### config.mk
export PLATFORM = sky130hd
export DESIGN_NAME = alu_cmd_sequencer
export DESIGN_NICKNAME = d
export VERILOG_FILES = /design/src/rtl/alu_cmd_sequencer.sv
export SDC_FILE = /design/constraint.sdc
export NUM_CORES = 1
export LEC_CHECK = 0
export ABC_CLOCK_PERIOD_IN_PS = 5200
export CORE_UTILIZATION = 35
export CTS_CLUSTER_DIAMETER = 40
export DETAILED_ROUTE_END_ITERATION = 8
export GPL_ROUTABILITY_DRIVEN = 0
export SETUP_SLACK_MARGIN = 0.05
export SYNTH_ARGS = -nofsm -noshare
export SYNTH_HDL_FRONTEND = slang
export SYNTH_SLANG_ARGS = --single-unit
### constraint.sdc
create_clock -name clk -period 5.2 [get_ports clk]
set_input_delay 1.56 -clock clk [delete_from_list [all_inputs] [get_ports clk]]
set_output_delay 1.56 -clock clk [all_outputs]
set_load 0.005 [all_outputs]
### src/rtl/alu_cmd_sequencer.sv
// -----------------------------------------------------------------------------
// alu_cmd_sequencer
//
// Front-end stage for a 4-bit combinational ALU. Commands (a, b, op) are
// buffered in a small FIFO. They are issued one at a time on registered
// ALU-driving outputs. The ALU result is captured into a registered output
// that is held under a valid/ready handshake. Opcodes 3'b110/3'b111 are not
// decoded by the ALU. They are issued as a zero command and reported with
// out_err = 1.
//
// Handshakes: a transfer happens on the rising clk edge where valid and ready
// are both high. A producer holds its payload stable while valid is high and
// ready is low. A consumer may raise or lower ready at any time.
//
// Ports:
//   clk, rst_n           clock, asynchronous active-low reset
//   in_valid/in_ready    command handshake (in_a, in_b, in_op payload)
//   alu_a, alu_b, alu_c  registered operands/opcode driving the ALU
//   alu_o                combinational ALU result
//   out_valid/out_ready  result handshake (out_data, out_op, out_err payload)
//   busy                 FIFO non-empty or FSM not idle
// -----------------------------------------------------------------------------
module alu_cmd_sequencer #(
    parameter int DEPTH = 4,
    parameter int AW    = 2
) (
    input  logic       clk,
    input  logic       rst_n,
    input  logic       in_valid,
    output logic       in_ready,
    input  logic [3:0] in_a,
    input  logic [3:0] in_b,
    input  logic [2:0] in_op,
    output logic [3:0] alu_a,
    output logic [3:0] alu_b,
    output logic [2:0] alu_c,
    input  logic [7:0] alu_o,
    output logic       out_valid,
    input  logic       out_ready,
    output logic [7:0] out_data,
    output logic [2:0] out_op,
    output logic       out_err,
    output logic       busy
);

    localparam logic [1:0] S_IDLE = 2'd0;
    localparam logic [1:0] S_EXEC = 2'd1;
    localparam logic [1:0] S_HOLD = 2'd2;

    localparam logic [AW:0] DEPTH_C = (AW+1)'(DEPTH);

    // FIFO entry layout: {a[3:0], b[3:0], op[2:0]}
    logic [10:0]   r_mem [DEPTH];
    logic [AW-1:0] r_wr_ptr;
    logic [AW-1:0] r_rd_ptr;
    logic [AW:0]   r_count;

    logic [1:0]    r_state;
    logic [3:0]    r_alu_a;
    logic [3:0]    r_alu_b;
    logic [2:0]    r_alu_c;
    logic          r_illegal;
    logic [2:0]    r_pend_op;
    logic          r_out_valid;
    logic [7:0]    r_out_data;
    logic [2:0]    r_out_op;
    logic          r_out_err;

    logic          w_in_ready;
    logic          w_push;
    logic          w_pop;
    logic [10:0]   w_head;
    logic [2:0]    w_head_op;
    logic          w_head_ill;

    // Ready comes only from the registered count. A pop in the same cycle
    // does not free a slot early, so a full FIFO never accepts a command.
    // Ready is also held low while reset is asserted.
    assign w_in_ready = rst_n && (r_count != DEPTH_C);
    assign w_push     = in_valid && w_in_ready;
    assign w_pop      = (r_count != '0) &&
                        ((r_state == S_IDLE) || ((r_state == S_HOLD) && out_ready));

    assign w_head     = r_mem[r_rd_ptr];
    assign w_head_op  = w_head[2:0];
    assign w_head_ill = w_head_op[2] & w_head_op[1];

    // Storage needs no reset. The pointers and the count define validity.
    always_ff @(posedge clk) begin
        if (w_push) begin
            r_mem[r_wr_ptr] <= {in_a, in_b, in_op};
        end
    end

    always_ff @(posedge clk or negedge rst_n) begin
        if (!rst_n) begin
            r_wr_ptr <= '0;
            r_rd_ptr <= '0;
            r_count  <= '0;
        end else begin
            if (w_push) begin
                r_wr_ptr <= r_wr_ptr + AW'(1);
            end
            if (w_pop) begin
                r_rd_ptr <= r_rd_ptr + AW'(1);
            end
            case ({w_push, w_pop})
                2'b10:   r_count <= r_count + (AW+1)'(1);
                2'b01:   r_count <= r_count - (AW+1)'(1);
                default: r_count <= r_count;
            endcase
        end
    end

    always_ff @(posedge clk or negedge rst_n) begin
        if (!rst_n) begin
            r_state     <= S_IDLE;
            r_alu_a     <= '0;
            r_alu_b     <= '0;
            r_alu_c     <= '0;
            r_illegal   <= 1'b0;
            r_pend_op   <= '0;
            r_out_valid <= 1'b0;
            r_out_data  <= '0;
            r_out_op    <= '0;
            r_out_err   <= 1'b0;
        end else begin
            // The issue path is shared by IDLE and HOLD. w_pop only fires in
            // those states. An illegal opcode drives the ALU with a harmless
            // all-zero command. The real opcode is kept for reporting.
            if (w_pop) begin
                r_pend_op <= w_head_op;
                r_illegal <= w_head_ill;
                if (w_head_ill) begin
                    r_alu_a <= '0;
                    r_alu_b <= '0;
                    r_alu_c <= 3'b000;
                end else begin
                    r_alu_a <= w_head[10:7];
                    r_alu_b <= w_head[6:3];
                    r_alu_c <= w_head_op;
                end
            end

            case (r_state)
                S_IDLE: begin
                    if (w_pop) begin
                        r_state <= S_EXEC;
                    end
                end
                S_EXEC: begin
                    // The ALU inputs have been stable for a full cycle.
                    r_out_data  <= r_illegal ? 8'h00 : alu_o;
                    r_out_op    <= r_pend_op;
                    r_out_err   <= r_illegal;
                    r_out_valid <= 1'b1;
                    r_state     <= S_HOLD;
                end
                S_HOLD: begin
                    if (out_ready) begin
                        r_out_valid <= 1'b0;
                        r_state     <= w_pop ? S_EXEC : S_IDLE;
                    end
                end
                default: begin
                    r_state <= S_IDLE;
                end
            endcase
        end
    end

    assign in_ready  = w_in_ready;
    assign alu_a     = r_alu_a;
    assign alu_b     = r_alu_b;
    assign alu_c     = r_alu_c;
    assign out_valid = r_out_valid;
    assign out_data  = r_out_data;
    assign out_op    = r_out_op;
    assign out_err   = r_out_err;
    assign busy      = (r_count != '0) || (r_state != S_IDLE);

endmodule
==> Word-level counts from Yosys, hierarchy flattened <==
Memories as Yosys holds them, arrays and structs flattened.
Cells that the tools add are included.
{ "totals": {"ff_bits": 37, "ram_bits": 44, "input_bits": 23, "memories": 1} }
{ "mem_list": {"columns": ["name", "words", "word_bits", "rd", "rd_ports_with_merged_regs", "wr", "line", "source"], "rows": [
  ["r_mem", 4, 11, 1, 0, 1, "53", "logic [10:0] r_mem [DEPTH];"]
]} }
{ "classes": {"n_addsub": 4, "n_eq_ne": 7, "muxes": 13, "bitwise": 1, "n_reduce_logical": 13} }
{ "op_table": {"columns": ["op", "count"], "rows": [
  ["$mux 4", 2],
  ["$mux 8", 1],
  ["$pmux 2 s3", 1],
  ["$pmux 3 s2", 1],
  ["$reduce_bool 2->1", 3],
  ["$add 2x1->2 const B", 2],
  ["$eq 2x1->1 const B", 2],
  ["$eq 2x2->1 const B", 2],
  ["$logic_and 1x1->1", 4],
  ["$mux 1", 4],
  ["$mux 2", 2],
  ["$ne 2x2->1 const B", 2],
  ["$reduce_and 2->1", 2],
  ["$add 3x1->3 const B", 1],
  ["$mux 3", 1],
  ["$ne 3x3->1 const B", 1],
  ["$reduce_bool 3->1", 1],
  ["$sub 3x1->3 const B", 1],
  ["$logic_not 2->1", 1],
  ["$logic_or 1x1->1", 2],
  ["$pmux 1 s2", 1],
  ["$and 1x1->1", 1]
]} }

==> Logic depth before layout (Yosys ltp) <==
{ "logic_depth": {"ltp_word": 7, "mapped_depth": 8, "depth_no_buf": 8} }

==> Worst setup path after synthesis <==
OpenSTA, ideal clock, no wires.
{ "synth_path": {"path_type": "input to output", "start": "input rst_n", "end": "output in_ready", "arrival_time_ps": 1755, "path_slack_ps": 1885, "stages": 1, "path_cell_list": "a21boi_0"} }
{ "synth_via": {"elab_chain_len": 1} }
{ "synth_rtl": {"columns": ["element", "line", "source"], "rows": [
  ["from (decl)", "28", "input logic rst_n,"],
  ["$logic_and 1x1->1", "79", "assign w_in_ready = rst_n && (r_count != DEPTH_C);"],
  ["to (decl)", "30", "output logic in_ready,"]
]} }
No other way between the ends.

==> Final worst setup path <==
Same ends and word-level chain as after synthesis.

==> flow_summary_export.csv <==
group,metric,value,unit
layout,fillerInstances,799,
pwr,pwr_density_cell,560,nW/µm²
synth,synth.cell_area,3220,µm²
sta,slew_headroom,46.5,%
sta,post-route-period-util,75.2,%
cts,cts_setup_buffers,0,
global_route,grt.busiest_layer,"met2",
sta,finClkSkew,0.00931,ns
synth,synth_edf_count,44,
cts,clock_sinks,81,
cts,clockBufferDepth,2,
routing,drt_first_pass_iters,6,
cts,cts_resized,0,
routing,routed_wirelength,5720,µm
synth,synth_fp_nets,228,
worst_hold_path,hold_class,"reg -> reg",
synth,synth_cells,199,
global_route,grt_pass1_wl,9570,µm
place,placed_cell_area,3790,µm²
routing,post-route-drc-count,5,
pwr,power,2230,µW
floorplan,die_w,98.0,µm
cts,cts_made_buffers,9,
global_route,grt_antenna_before_repair,0,
cts,cts_root_buf,"clkbuf_8",
routing,routed-via-count,1743,
synth,synth_cell_types,29,
floorplan,die_h,98.0,µm
layout,syn_to_final_growth,23.7,%
cts,cts_tree,"yes",
global_route,grt_pass1_vias,1832,
global_route,met2_usage,20.7,%
worst_setup_path,path_class,"in -> out",
sta,hold_viol_final,0,
worst_setup_path,crit_path_start_kind,"input pin",
pwr,power.leakage,0.00150,µW
routing,post_drt_via_cell_ratio,4.81,
layout,num_antenna_cells,0,
floorplan,dieArea,9600,µm²
outcome,status,"finished, violations left",
layout,design_area,3990,µm²
floorplan,core-area,8810,µm²
synth,synth_async_sr_flop_share,45.7,%
worst_setup_path,worstSetupEndpointType,"output pin",
global_route,grtUsageTotal,13.2,%
sta,layout_min_cycle_time,3.91,ns
global_route,met3_usage,4.44,%
global_route,use_met1,16.8,%
global_route,grt_max_degree,39,
layout,final_common_cell,"clkdlybuf4s50_1",
layout,multi_input_area,893,µm²
floorplan,rows,34,
synth,syn_avg_cell_area,16.2,µm²
layout,regArea,2250,µm²
cts,clk-insertion-delay-late,0.36,ns
cts,htree_levels,3,
pwr,peakVddDrop,0.188,mV
worst_setup_path,crit_fanout,2,
synth,ys_warn_count,0,
layout,nNetsFinal,278,
global_route,grt-ovfl-total,0,
layout,fin_util,45.3,%
flow_run,cap_violations,0,
floorplan,start_util,36.6,%
synth,ys_seq_area_share,69.7,%
worst_setup_path,cp.required,3.64,ns
sta,tightest_slew,0.802,ns
place,io_buffers,48,
outcome,violations,"design-rule violations",
cts,hold_buffers,0,
sta,fmax,256,MHz
synth,ys.flop_type,"edfxtp_1",
sta,slew_viol_final,0,
layout,mostFrequentLayoutCells,"clkdlybuf4s50_1 (47), edfxtp_1 (44), dfrtp_1 (37)",
layout,drive_gt1_share,15.7,%
synth,yosys_register_bits,81,
sta,rsz0062_at_grt,"no",
sta,setup_viol,0,
floorplan,io_pins,49,
routing,wl_per_cell,15.8,µm
place,dp_hpwl,3850,µm
routing,drt_iter0_drc,34,
routing,ant_nets,0,
cts,clk_pin_slew,0.08,ns
worst_setup_path,cp_data_arrival_time,2.35,ns
sta,timing.setup.tns,0,ns
## flip-flops by register name (all words and copies together) (netlist names)
name and count:
r_mem 44, out_data 8, alu_a 4, alu_b 4, alu_c 3, out_op 3, r_count 3, r_pend_op 3
r_rd_ptr 2, r_state 2, r_wr_ptr 2, out_err 1, out_valid 1, r_illegal 1
## worst paths after layout
| path | start | cells past startpoint | slack, ns | endpoint |
|---|---|---|---|---|
| setup / recovery | rst_n | 3 | 1.29 | in_ready |
| hold / removal | out_data[7]$_DFFE_PN0P_ | 2 | 0.49 | out_data[7]$_DFFE_PN0P_ |
| setup reg to reg | r_count[0]$_DFFE_PN0P_ | 8 | 2.46 | r_count[2]$_DFFE_PN0P_ |
| hold reg to reg | out_data[7]$_DFFE_PN0P_ | 2 | 0.49 | out_data[7]$_DFFE_PN0P_ |
| max in group asynchronous | rst_n | 2 | 3.60 | alu_a[2]$_DFFE_PN0P_ |
| min in group asynchronous | rst_n | 2 | 1.26 | r_wr_ptr[1]$_DFFE_PN0P_ |
## cell type report
type / count / area share (%)
Timing Repair Buffer: 49 / 12.1
Inverter: 8 / 0.753
Clock inverter: 6 / 1.85
Clock buffer: 10 / 3.20
Multi-Input combinational cell: 100 / 22.4
Tap cell: 108 / 3.39
Sequential cell: 81 / 56.3
## routing by layer
| metal | vias to the layer above | part of all wire, % |
|---|---|---|
| li1 | 833 | - |
| met4 | 0 | 2.0 |
| met2 | 50 | 47 |
| met1 | 850 | 46 |
| met3 | 10 | 5.8 |
| met5 | - | 0 |
## per-stage QoR
step | setup WS, ns | std cells | hold slack, ns
2_1_floorplan | 1.89 | 199 | 0.469
3_3_place_gp | 1.09 | 346 | 0.463
3_5_place_dp | 1.00 | 346 | 0.477
4_1_cts | 1.27 | 362 | 0.496
5_1_grt | 1.17 | 362 | 0.531
6_report | 1.29 | 362 | 0.489
## cells in the mapped netlist (2+ instances only)
cell       instances  area share (%)
edfxtp_1          44              41
ha_1               5             1.9
xnor2_1            5             1.4
or3_1              2            0.39
nor2_1             2            0.23
dfrtp_1           37              29
o2bb2ai_1          9             2.4
nand4_1           10             1.9
o21ai_0           11             1.7
and2_1             4            0.78
mux2_2             9             3.1
nand2_1           11             1.3
inv_1              7            0.82
a21oi_1            3            0.47
clkbuf_1           6            0.70
nor2b_1            2            0.39
nand2b_1          10             1.9
mux4_2            11             7.7
## logic make-up (layout without fill, tap and decap cells)
family | after synthesis | count (layout) | share of synthesized area (%)
AOI/OAI and AO/OA | 24 | 24 | 4.85
xor gates and xnor gates | 6 | 6 | 1.63
DFF | 81 | 81 | 69.7
buffers and inverters | 18 | 73 | 2.60
adders and majority gates | 6 | 6 | 2.56
muxes | 21 | 21 | 11.3
and+or+nand+nor | 43 | 43 | 7.37
## critical path: stages
cell and delay, ns:
buf_2 0.09, a21boi_0 0.17, clkdlybuf4s50_1 0.53
## power breakdown
part,internal (µW),switching [µW]
clock,228,234
sequential,860,148
combinational,443,322
total,1530,704
Power figures use the tool's default switching activity.
